--- config.mk ---
export PLATFORM = sky130hd
export DESIGN_NAME = joystick_serializer_flat
export DESIGN_NICKNAME = d
export VERILOG_FILES = /design/src/rtl/joystick_serializer_if.sv /design/src/rtl/joystick_serializer.sv /design/src/flat_wrapper.sv
export SDC_FILE = /design/constraint.sdc
export NUM_CORES = 1
export LEC_CHECK = 0
export CAP_MARGIN = 30
export CORE_ASPECT_RATIO = 1.25
export CORE_MARGIN = 1
export CORE_UTILIZATION = 46
export CTS_CLUSTER_SIZE = 20
export DETAILED_ROUTE_END_ITERATION = 12
export PLACE_DENSITY = 0.7
export SLEW_MARGIN = 15
export SYNTH_ARGS = -nofsm -noshare
export SYNTH_HDL_FRONTEND = slang
export SYNTH_SLANG_ARGS = --single-unit
--- constraint.sdc ---
create_clock -name clock -period 3.1 [get_ports clock]
set_input_delay 0.31 -clock clock [delete_from_list [all_inputs] [get_ports clock]]
set_output_delay 0.31 -clock clock [all_outputs]
set_load 0.01 [all_outputs]
--- src/rtl/joystick_serializer_if.sv ---
// Serial joystick bus between a host-side master and the
// shift-register target: pad state, load/clock strobes, data.
interface joystick_serializer_if #(
    parameter int WIDTH = 12
);
    logic [WIDTH-1:0] joy1;
    logic [WIDTH-1:0] joy2;
    logic             joyCk;
    logic             joyLd;
    logic             joyD;
    logic             busy;
    logic             frame;

    modport master (
        output joy1,
        output joy2,
        output joyCk,
        output joyLd,
        input  joyD,
        input  busy,
        input  frame
    );

    modport slave (
        input  joy1,
        input  joy2,
        input  joyCk,
        input  joyLd,
        output joyD,
        output busy,
        output frame
    );
endinterface

--- src/rtl/joystick_serializer.sv ---
// 74HC165-style target for the serial joystick bus: loads two
// pads in negative logic and shifts them out on joyD.
module joystick_serializer #(
    parameter int   WIDTH       = 12,
    parameter int   SYNC_STAGES = 2,
    parameter logic FILL        = 1'b1
) (
    input  logic                  clock,
    input  logic                  reset,
    joystick_serializer_if.slave  bus
);
    localparam int NB = 2 * WIDTH;
    localparam int CW = $clog2(NB + 1);
    localparam logic [CW-1:0] LAST = CW'(NB - 1);
    localparam logic [CW-1:0] FULL = CW'(NB);

    typedef enum logic [1:0] {
        IDLE  = 2'd0,
        LOAD  = 2'd1,
        SHIFT = 2'd2,
        DONE  = 2'd3
    } state_t;

    logic [SYNC_STAGES-1:0] ck_sync_q;
    logic [SYNC_STAGES-1:0] ld_sync_q;
    logic                   ck_prev_q;
    state_t                 state_q;
    logic [NB-1:0]          sr_q;
    logic [CW-1:0]          cnt_q;
    logic                   busy_q;
    logic                   frame_q;

    logic          ck_s;
    logic          ld_s;
    logic          ck_rise;
    logic [NB-1:0] load_d;
    logic [NB-1:0] shift_d;

    assign ck_s    = ck_sync_q[SYNC_STAGES-1];
    assign ld_s    = ld_sync_q[SYNC_STAGES-1];
    assign ck_rise = ck_s & ~ck_prev_q;
    assign load_d  = ~{bus.joy2, bus.joy1};
    assign shift_d = {FILL, sr_q[NB-1:1]};

    // Synchronise master strobes; idle-high reset avoids a fake edge.
    always_ff @(posedge clock or negedge reset) begin
        if (!reset) begin
            ck_sync_q <= '1;
            ld_sync_q <= '1;
            ck_prev_q <= 1'b1;
        end else begin
            ck_sync_q <= {ck_sync_q[SYNC_STAGES-2:0], bus.joyCk};
            ld_sync_q <= {ld_sync_q[SYNC_STAGES-2:0], bus.joyLd};
            ck_prev_q <= ck_s;
        end
    end

    // Load/shift FSM; load always dominates a coincident clock edge.
    always_ff @(posedge clock or negedge reset) begin
        if (!reset) begin
            state_q <= IDLE;
            sr_q    <= '1;
            cnt_q   <= '0;
            busy_q  <= 1'b0;
            frame_q <= 1'b0;
        end else begin
            frame_q <= 1'b0;
            unique case (state_q)
                IDLE: begin
                    if (!ld_s) state_q <= LOAD;
                end
                LOAD: begin
                    sr_q  <= load_d;
                    cnt_q <= '0;
                    if (ld_s) begin
                        busy_q  <= 1'b1;
                        state_q <= SHIFT;
                    end else begin
                        busy_q <= 1'b0;
                    end
                end
                SHIFT: begin
                    if (!ld_s) begin
                        busy_q  <= 1'b0;
                        state_q <= LOAD;
                    end else if (ck_rise) begin
                        sr_q  <= shift_d;
                        cnt_q <= cnt_q + 1'b1;
                        if (cnt_q == LAST) begin
                            frame_q <= 1'b1;
                            busy_q  <= 1'b0;
                            state_q <= DONE;
                        end
                    end
                end
                DONE: begin
                    if (!ld_s) begin
                        state_q <= LOAD;
                    end else if (ck_rise) begin
                        sr_q <= shift_d;
                        if (cnt_q != FULL) cnt_q <= cnt_q + 1'b1;
                    end
                end
                default: state_q <= IDLE;
            endcase
        end
    end

    assign bus.joyD  = sr_q[0];
    assign bus.busy  = busy_q;
    assign bus.frame = frame_q;
endmodule

--- src/flat_wrapper.sv ---
// flat-port wrapper written by rule: the top's interface ports become plain ports
module joystick_serializer_flat 
#(
    parameter int   WIDTH       = 12,
    parameter int   SYNC_STAGES = 2,
    parameter logic FILL        = 1'b1
)
  (clock, reset, bus_joy1, bus_joy2, bus_joyCk, bus_joyLd, bus_joyD, bus_busy, bus_frame);
  joystick_serializer_if #(.WIDTH(WIDTH)) bus_i ();
  input  logic clock;
  input  logic reset;
  input wire logic [$bits(bus_i.joy1)-1:0] bus_joy1;
  input wire logic [$bits(bus_i.joy2)-1:0] bus_joy2;
  input wire logic [$bits(bus_i.joyCk)-1:0] bus_joyCk;
  input wire logic [$bits(bus_i.joyLd)-1:0] bus_joyLd;
  output wire logic [$bits(bus_i.joyD)-1:0] bus_joyD;
  output wire logic [$bits(bus_i.busy)-1:0] bus_busy;
  output wire logic [$bits(bus_i.frame)-1:0] bus_frame;
  assign bus_i.joy1 = bus_joy1;
  assign bus_i.joy2 = bus_joy2;
  assign bus_i.joyCk = bus_joyCk;
  assign bus_i.joyLd = bus_joyLd;
  assign bus_joyD = bus_i.joyD;
  assign bus_busy = bus_i.busy;
  assign bus_frame = bus_i.frame;
  joystick_serializer #(.WIDTH(WIDTH), .SYNC_STAGES(SYNC_STAGES), .FILL(FILL)) u_core (.clock(clock), .reset(reset), .bus(bus_i));
endmodule
# == Yosys cells after proc, flatten, opt, wreduce, memory -nomap -nowiden ==
# Index checks and enable logic that the tools add are counted.
# word_totals
register_bits,38
inputBits,28
output_inout_bits,3
wordCells,62
# classes
add_sub_neg,1
n_eq_ne,16
mux,24
bitwise_logic,3
n_reduce_logical,10
# ops
op,count
24-bit two-way mux,2
24-bit case mux with 2 select lines,1
5-bit two-way mux,5
24-bit inverter,1
"2-bit by 1-bit != test with 1-bit output, second input constant",8
5-bit case mux with 3 select lines,1
2-bit two-way mux,5
1-bit two-way mux,8
"3-bit != test, second input constant",2
2-bit case mux with 3 select lines,1
3-bit AND reduction,2
6-bit AND reduction,1
"5-bit by 1-bit adder with 5-bit output, second input constant",1
"5-bit == test, second input constant",1
"5-bit != test, second input constant",1
"2-bit == test, second input constant",2
4-bit AND reduction,1
2-bit nonzero test,2
2-bit OR reduction,2
3-bit nonzero test,1
"2-bit by 1-bit == test with 1-bit output, second input constant",1
2-bit zero test,1
"2-bit != test, second input constant",1
1-bit case mux with 2 select lines,1
other kinds (2),2

# == Longest topological paths before layout ==
# logic_depth
word_depth,5
mapped_depth,8
mapped_depth_nobuf,6

# == Worst setup path after synthesis ==
# OpenSTA, ideal clock, no wires.
# synth_path
path_type,reg2reg
start,register u_core.state_q[0]
end,register u_core.sr_q[11]
setup_ps,82
arrival_time_ps,1648
required_ps,3018
setup_slack_ps,1370
path_stages_with_launch,7
path_buffers,1
synth_period_minus_slack_ps,1730
path_cell_list,dfrtp_1 inv_1 ha_1 or2_1 buf_6 a21oi_4 mux2_2
# synth_between
elab_chain_len,4
elab_cells_between_ends,9
cone_classes,eq/ne (5); mux (1); reduce/logical (3)
# synth_lines
item,line_no,source
"start, declared",joystick_serializer.sv:27,state_t state_q;
"start signal, assigned",joystick_serializer.sv:61,state_q <= IDLE;
"start signal, assigned",joystick_serializer.sv:70,if (!ld_s) state_q <= LOAD;
"start signal, assigned",joystick_serializer.sv:77,state_q <= SHIFT;
2-bit == test,joystick_serializer.sv:68,unique case (state_q)
2-bit OR reduction (no source line),--,
2-bit by 1-bit != test with 1-bit output (no source line) / 2-bit nonzero test (equally long branches),--,
3-bit AND reduction (no source line),--,
"end signal, assigned",joystick_serializer.sv:73,sr_q <= load_d;
"end signal, assigned",joystick_serializer.sv:87,sr_q <= shift_d;
"end signal, assigned",joystick_serializer.sv:100,sr_q <= shift_d;
"end, declared",joystick_serializer.sv:28,logic [NB-1:0] sr_q;
# Parallel ways exist; a longest one is shown, timed or not.
# A chain may end at the register's enable or synchronous reset.

# == Worst setup path in the final report ==
# layout_path
start,register u_core.state_q[0]
end,register u_core.sr_q[1]
# Same word-level chain as after synthesis.

==> qor.tcl <==
set qor(numCtsBuffers) 5
set qor(synth_cell_types) 30
set qor(pre_cts_ws_ns) 1.06
set qor(drtAntennaViolNets) 0
set qor(max_slew_violation_count) 0
set qor(fillers) 367
set qor(clock-sinks) 38
set qor(die_height_um) 74.5
set qor(peakVddDrop_v) 0.000662
set qor(tritoncts) {yes}
set qor(sequential_power_share_pct) 34.7
set qor(post_drt_via_cell_ratio) 4.99
set qor(die-area_um2) 4470
set qor(finalSetupViolations) 0
set qor(netlist_instances) 197
set qor(syn-mean-instance-area_um2) 9.81
set qor(worst_ep_arrival_ns) 2.26
set qor(hold_buffers) 0
set qor(detail_route.drc_violations) 0
set qor(comb_power_share_pct) 46.0
set qor(critical_path.reg2reg.startpoint) {u_core.state_q[0]$_DFFE_PN0P_}
set qor(worst_pin_slew_ns) 0.813
set qor(placement.io_buffers) 30
set qor(finalNetCount) 259
set qor(hold_path_class) {primary input to asynchronous set/reset pin}
set qor(setup_total_negative_slack_ns) 0
set qor(max_slew_margin_pct) 45.8
set qor(seq_area_frac_synth_pct) 51.1
set qor(ys_warn_count) 0
set qor(grt_pass1_vias) 1347
set qor(postLayoutSetupSlackWorst_ns) 1.06
set qor(r2r_setup_slack_ns) 1.06
set qor(first_iter_violations) 66
set qor(global_route_wire_length_before_repair_um) 5780
set qor(clock_path_buffers) 2
set qor(reg_clk_slew_reported_paths_ns) 0.08
set qor(required_time_reported_for_the_critical_path_endpoint_ns) 3.32
set qor(min_period_ns) 2.04
set qor(ff2ff_path_depth) 7
set qor(detailed_place.area_um2) 2240
set qor(rows) 26
set qor(die-width_um) 60.0
set qor(power_leakage_uw) 0.000984
set qor(synth_seq_cells) 38
set qor(postSynthNetCount) 232
set qor(antennaDiodeCount) 0
set qor(p_clk_share_pct) 19.3
set qor(worstSetupEndpointType) {register}
set qor(power_uw) 2660
set qor(syn2layout_area_growth_pct) 23.4
set qor(timing_worst_setup_path_type) {register to register}
set qor(grt_start_max_net_pins) 50
set qor(num_vias) 1401
set qor(postCtsSetupBuffers) 0
set qor(clkLatencyLatePin_ns) 0.29
set qor(fmaxAchievable_mhz) 490
set qor(status) {finished clean}
set qor(route.final.wire_length_um) 3330
set qor(antenna_violations_before_repair) 0
set qor(total_routing_usage_gr_pct) 17.4
set qor(io-pin-count) 31
set qor(timing_hold_violations_final) 0
set qor(final_util_pct) 58.6
set qor(post-route-period-util_pct) 65.8
set qor(drtPass1Iterations) 4
set qor(cts.htree.levels) 2
set qor(dpl.hpwl_um) 2270
set qor(initial_core_util_pct) 47.5
set qor(timing.max_cap.violations) 0
set qor(powerDensity_nw_per_um2) 1110
set qor(synth.cell_area_um2) 1930
set qor(power_switching_uw) 997
set qor(multi_input_area_um2) 828
set qor(critical_path.reg2reg.endpoint) {u_core.sr_q[1]$_DFFE_PN1P_}
set qor(global_placer_s_final_weighted_congestion) 0.834
set qor(critical_path_startpoint_category) {register}
set qor(overflow) 0
set qor(root_buffer) {sky130_fd_sc_hd__clkbuf_8}
set qor(p_sw_share_pct) 37.5
set qor(reg_area_um2) 987
set qor(grt_setup_unrepaired) {no}
set qor(power.internal_uw) 1660
set qor(drive_gt1_share_pct) 27.1
set qor(floorplan.core_area_um2) 4070
set qor(fin_skew_ns) 0.00926
set qor(critical_path_peak_fanout) 29
set qor(design_area_um2) 2380
set qor(post_drt_wl_per_cell_um) 11.8
set qor(cts.repair.resized) 0
-- placed cells by master, fill, tap and decap left out, types with 2 or more instances in the layout --
cell	n
sky130_fd_sc_hd__nor2_1	46
sky130_fd_sc_hd__a21oi_1	31
sky130_fd_sc_hd__clkdlybuf4s50_1	29
sky130_fd_sc_hd__dfstp_2	29
sky130_fd_sc_hd__a21oi_2	18
sky130_fd_sc_hd__o21ai_0	11
sky130_fd_sc_hd__inv_1	9
sky130_fd_sc_hd__dfrtp_1	9
sky130_fd_sc_hd__ha_1	7
sky130_fd_sc_hd__clkbuf_8	6
sky130_fd_sc_hd__and3_1	3
sky130_fd_sc_hd__and4b_1	2
sky130_fd_sc_hd__nand2_1	2
sky130_fd_sc_hd__and3b_1	2
sky130_fd_sc_hd__nand3b_1	2
sky130_fd_sc_hd__nand3_1	2
sky130_fd_sc_hd__bufinv_16	2
-- metal layers --
| layer | up-vias | part of all wire [%] | global-route usage [%] |
|---|---|---|---|
| li1 | 728 | - | - |
| met1 | 639 | 48 | 21.9 |
| met2 | 29 | 46 | 28.1 |
| met3 | 5 | 4.6 | 5.57 |
| met4 | 0 | 1.3 | 5.43 |
| met5 | - | 0 | 0 |
-- Yosys cell counts --
master,count,share of area (%)
sky130_fd_sc_hd__a21bo_2,1,0.52
sky130_fd_sc_hd__a21oi_1,31,8.0
sky130_fd_sc_hd__a21oi_2,18,8.2
sky130_fd_sc_hd__a21oi_4,1,0.84
sky130_fd_sc_hd__a22o_1,1,0.45
sky130_fd_sc_hd__a32o_1,1,0.52
sky130_fd_sc_hd__and3_1,3,0.97
sky130_fd_sc_hd__and3b_1,2,0.91
sky130_fd_sc_hd__and4b_1,2,1.0
sky130_fd_sc_hd__buf_2,4,1.0
sky130_fd_sc_hd__buf_4,1,0.39
sky130_fd_sc_hd__buf_6,4,2.3
sky130_fd_sc_hd__clkbuf_1,3,0.58
sky130_fd_sc_hd__dfrtp_1,9,12
sky130_fd_sc_hd__dfstp_2,29,39
sky130_fd_sc_hd__ha_1,7,4.5
sky130_fd_sc_hd__inv_1,9,1.7
sky130_fd_sc_hd__mux2_2,1,0.58
sky130_fd_sc_hd__mux2i_1,1,0.52
sky130_fd_sc_hd__nand2_1,2,0.39
sky130_fd_sc_hd__nand3_1,2,0.52
sky130_fd_sc_hd__nand3b_1,2,0.78
sky130_fd_sc_hd__nand4_1,1,0.32
sky130_fd_sc_hd__nand4b_1,1,0.45
sky130_fd_sc_hd__nor2_1,46,8.9
sky130_fd_sc_hd__o21ai_0,11,2.8
sky130_fd_sc_hd__o21bai_1,1,0.39
sky130_fd_sc_hd__o22ai_1,1,0.32
sky130_fd_sc_hd__o32a_1,1,0.52
sky130_fd_sc_hd__or2_1,1,0.32
-- through the flow --
step                std cells  hold slack [ns]
global placement          273            0.347
global route              281            0.172
floorplan                 197           0.0144
CTS                       281            0.128
detailed placement        273            0.348
finish                    281            0.111
-- worst max path at each step --
stage | start | to | slack, ns | depth (start not counted)
floorplan | u_core.state_q[0]$_DFFE_PN0P_ | u_core.sr_q[11]$_DFFE_PN1P_ | 1.37 | 6
global placement | u_core.state_q[0]$_DFFE_PN0P_ | u_core.sr_q[1]$_DFFE_PN1P_ | 1.13 | 7
detailed placement | u_core.state_q[0]$_DFFE_PN0P_ | u_core.sr_q[1]$_DFFE_PN1P_ | 1.06 | 7
CTS | u_core.state_q[0]$_DFFE_PN0P_ | u_core.sr_q[1]$_DFFE_PN1P_ | 1.05 | 7
global route | u_core.state_q[0]$_DFFE_PN0P_ | u_core.sr_q[1]$_DFFE_PN1P_ | 0.86 | 7
finish | u_core.state_q[0]$_DFFE_PN0P_ | u_core.sr_q[1]$_DFFE_PN1P_ | 1.06 | 7
-- logic make-up after synthesis --
logic type	share of synthesized area, %
flip-flops	51.1
multiplexers	1.10
buffers and inverters	6.08
adder cells (fa/ha/maj)	4.53
AND/OR/NAND/NOR	14.6
AO/OA/AOI/OAI	22.6
-- state kept, by name, indices dropped and copies added, names as in the netlist --
register	cells
u_core.bus.frame	1
u_core.bus.busy	1
u_core.ld_sync_q	2
u_core.state_q	2
u_core.ck_sync_q	2
u_core.cnt_q	5
u_core.sr_q	24
u_core.ck_prev_q	1
-- power groups by stage --
stage          sequential [uW]  combinational [uW]  clock, uW
6_report                   923                1220        514
5_1_grt                    951                1390        556
4_1_cts                    924                1240        534
3_5_place_dp               932                1240          0
3_3_place_gp               928                1210          0
2_1_floorplan              915                1060          0
-- layout make-up --
cell class | count | share of cell area (%)
clock buffers | 6 | 3.46
clock inverters | 2 | 2.52
inverters | 9 | 1.42
multi-input cells | 138 | 34.7
flip-flops and latches | 38 | 41.4
well taps | 56 | 2.94
repair buffers | 32 | 13.5
-- critical path, stage by stage, from the launching register on --
cell	delay (ns)
sky130_fd_sc_hd__dfrtp_1	0.40
sky130_fd_sc_hd__inv_1	0.09
sky130_fd_sc_hd__ha_1	0.26
sky130_fd_sc_hd__or2_1	0.27
sky130_fd_sc_hd__a21oi_4	0.51
sky130_fd_sc_hd__buf_12	0.26
sky130_fd_sc_hd__nor2_1	0.05
sky130_fd_sc_hd__a21oi_1	0.13
No activity file was read; power rests on OpenSTA's default activity.
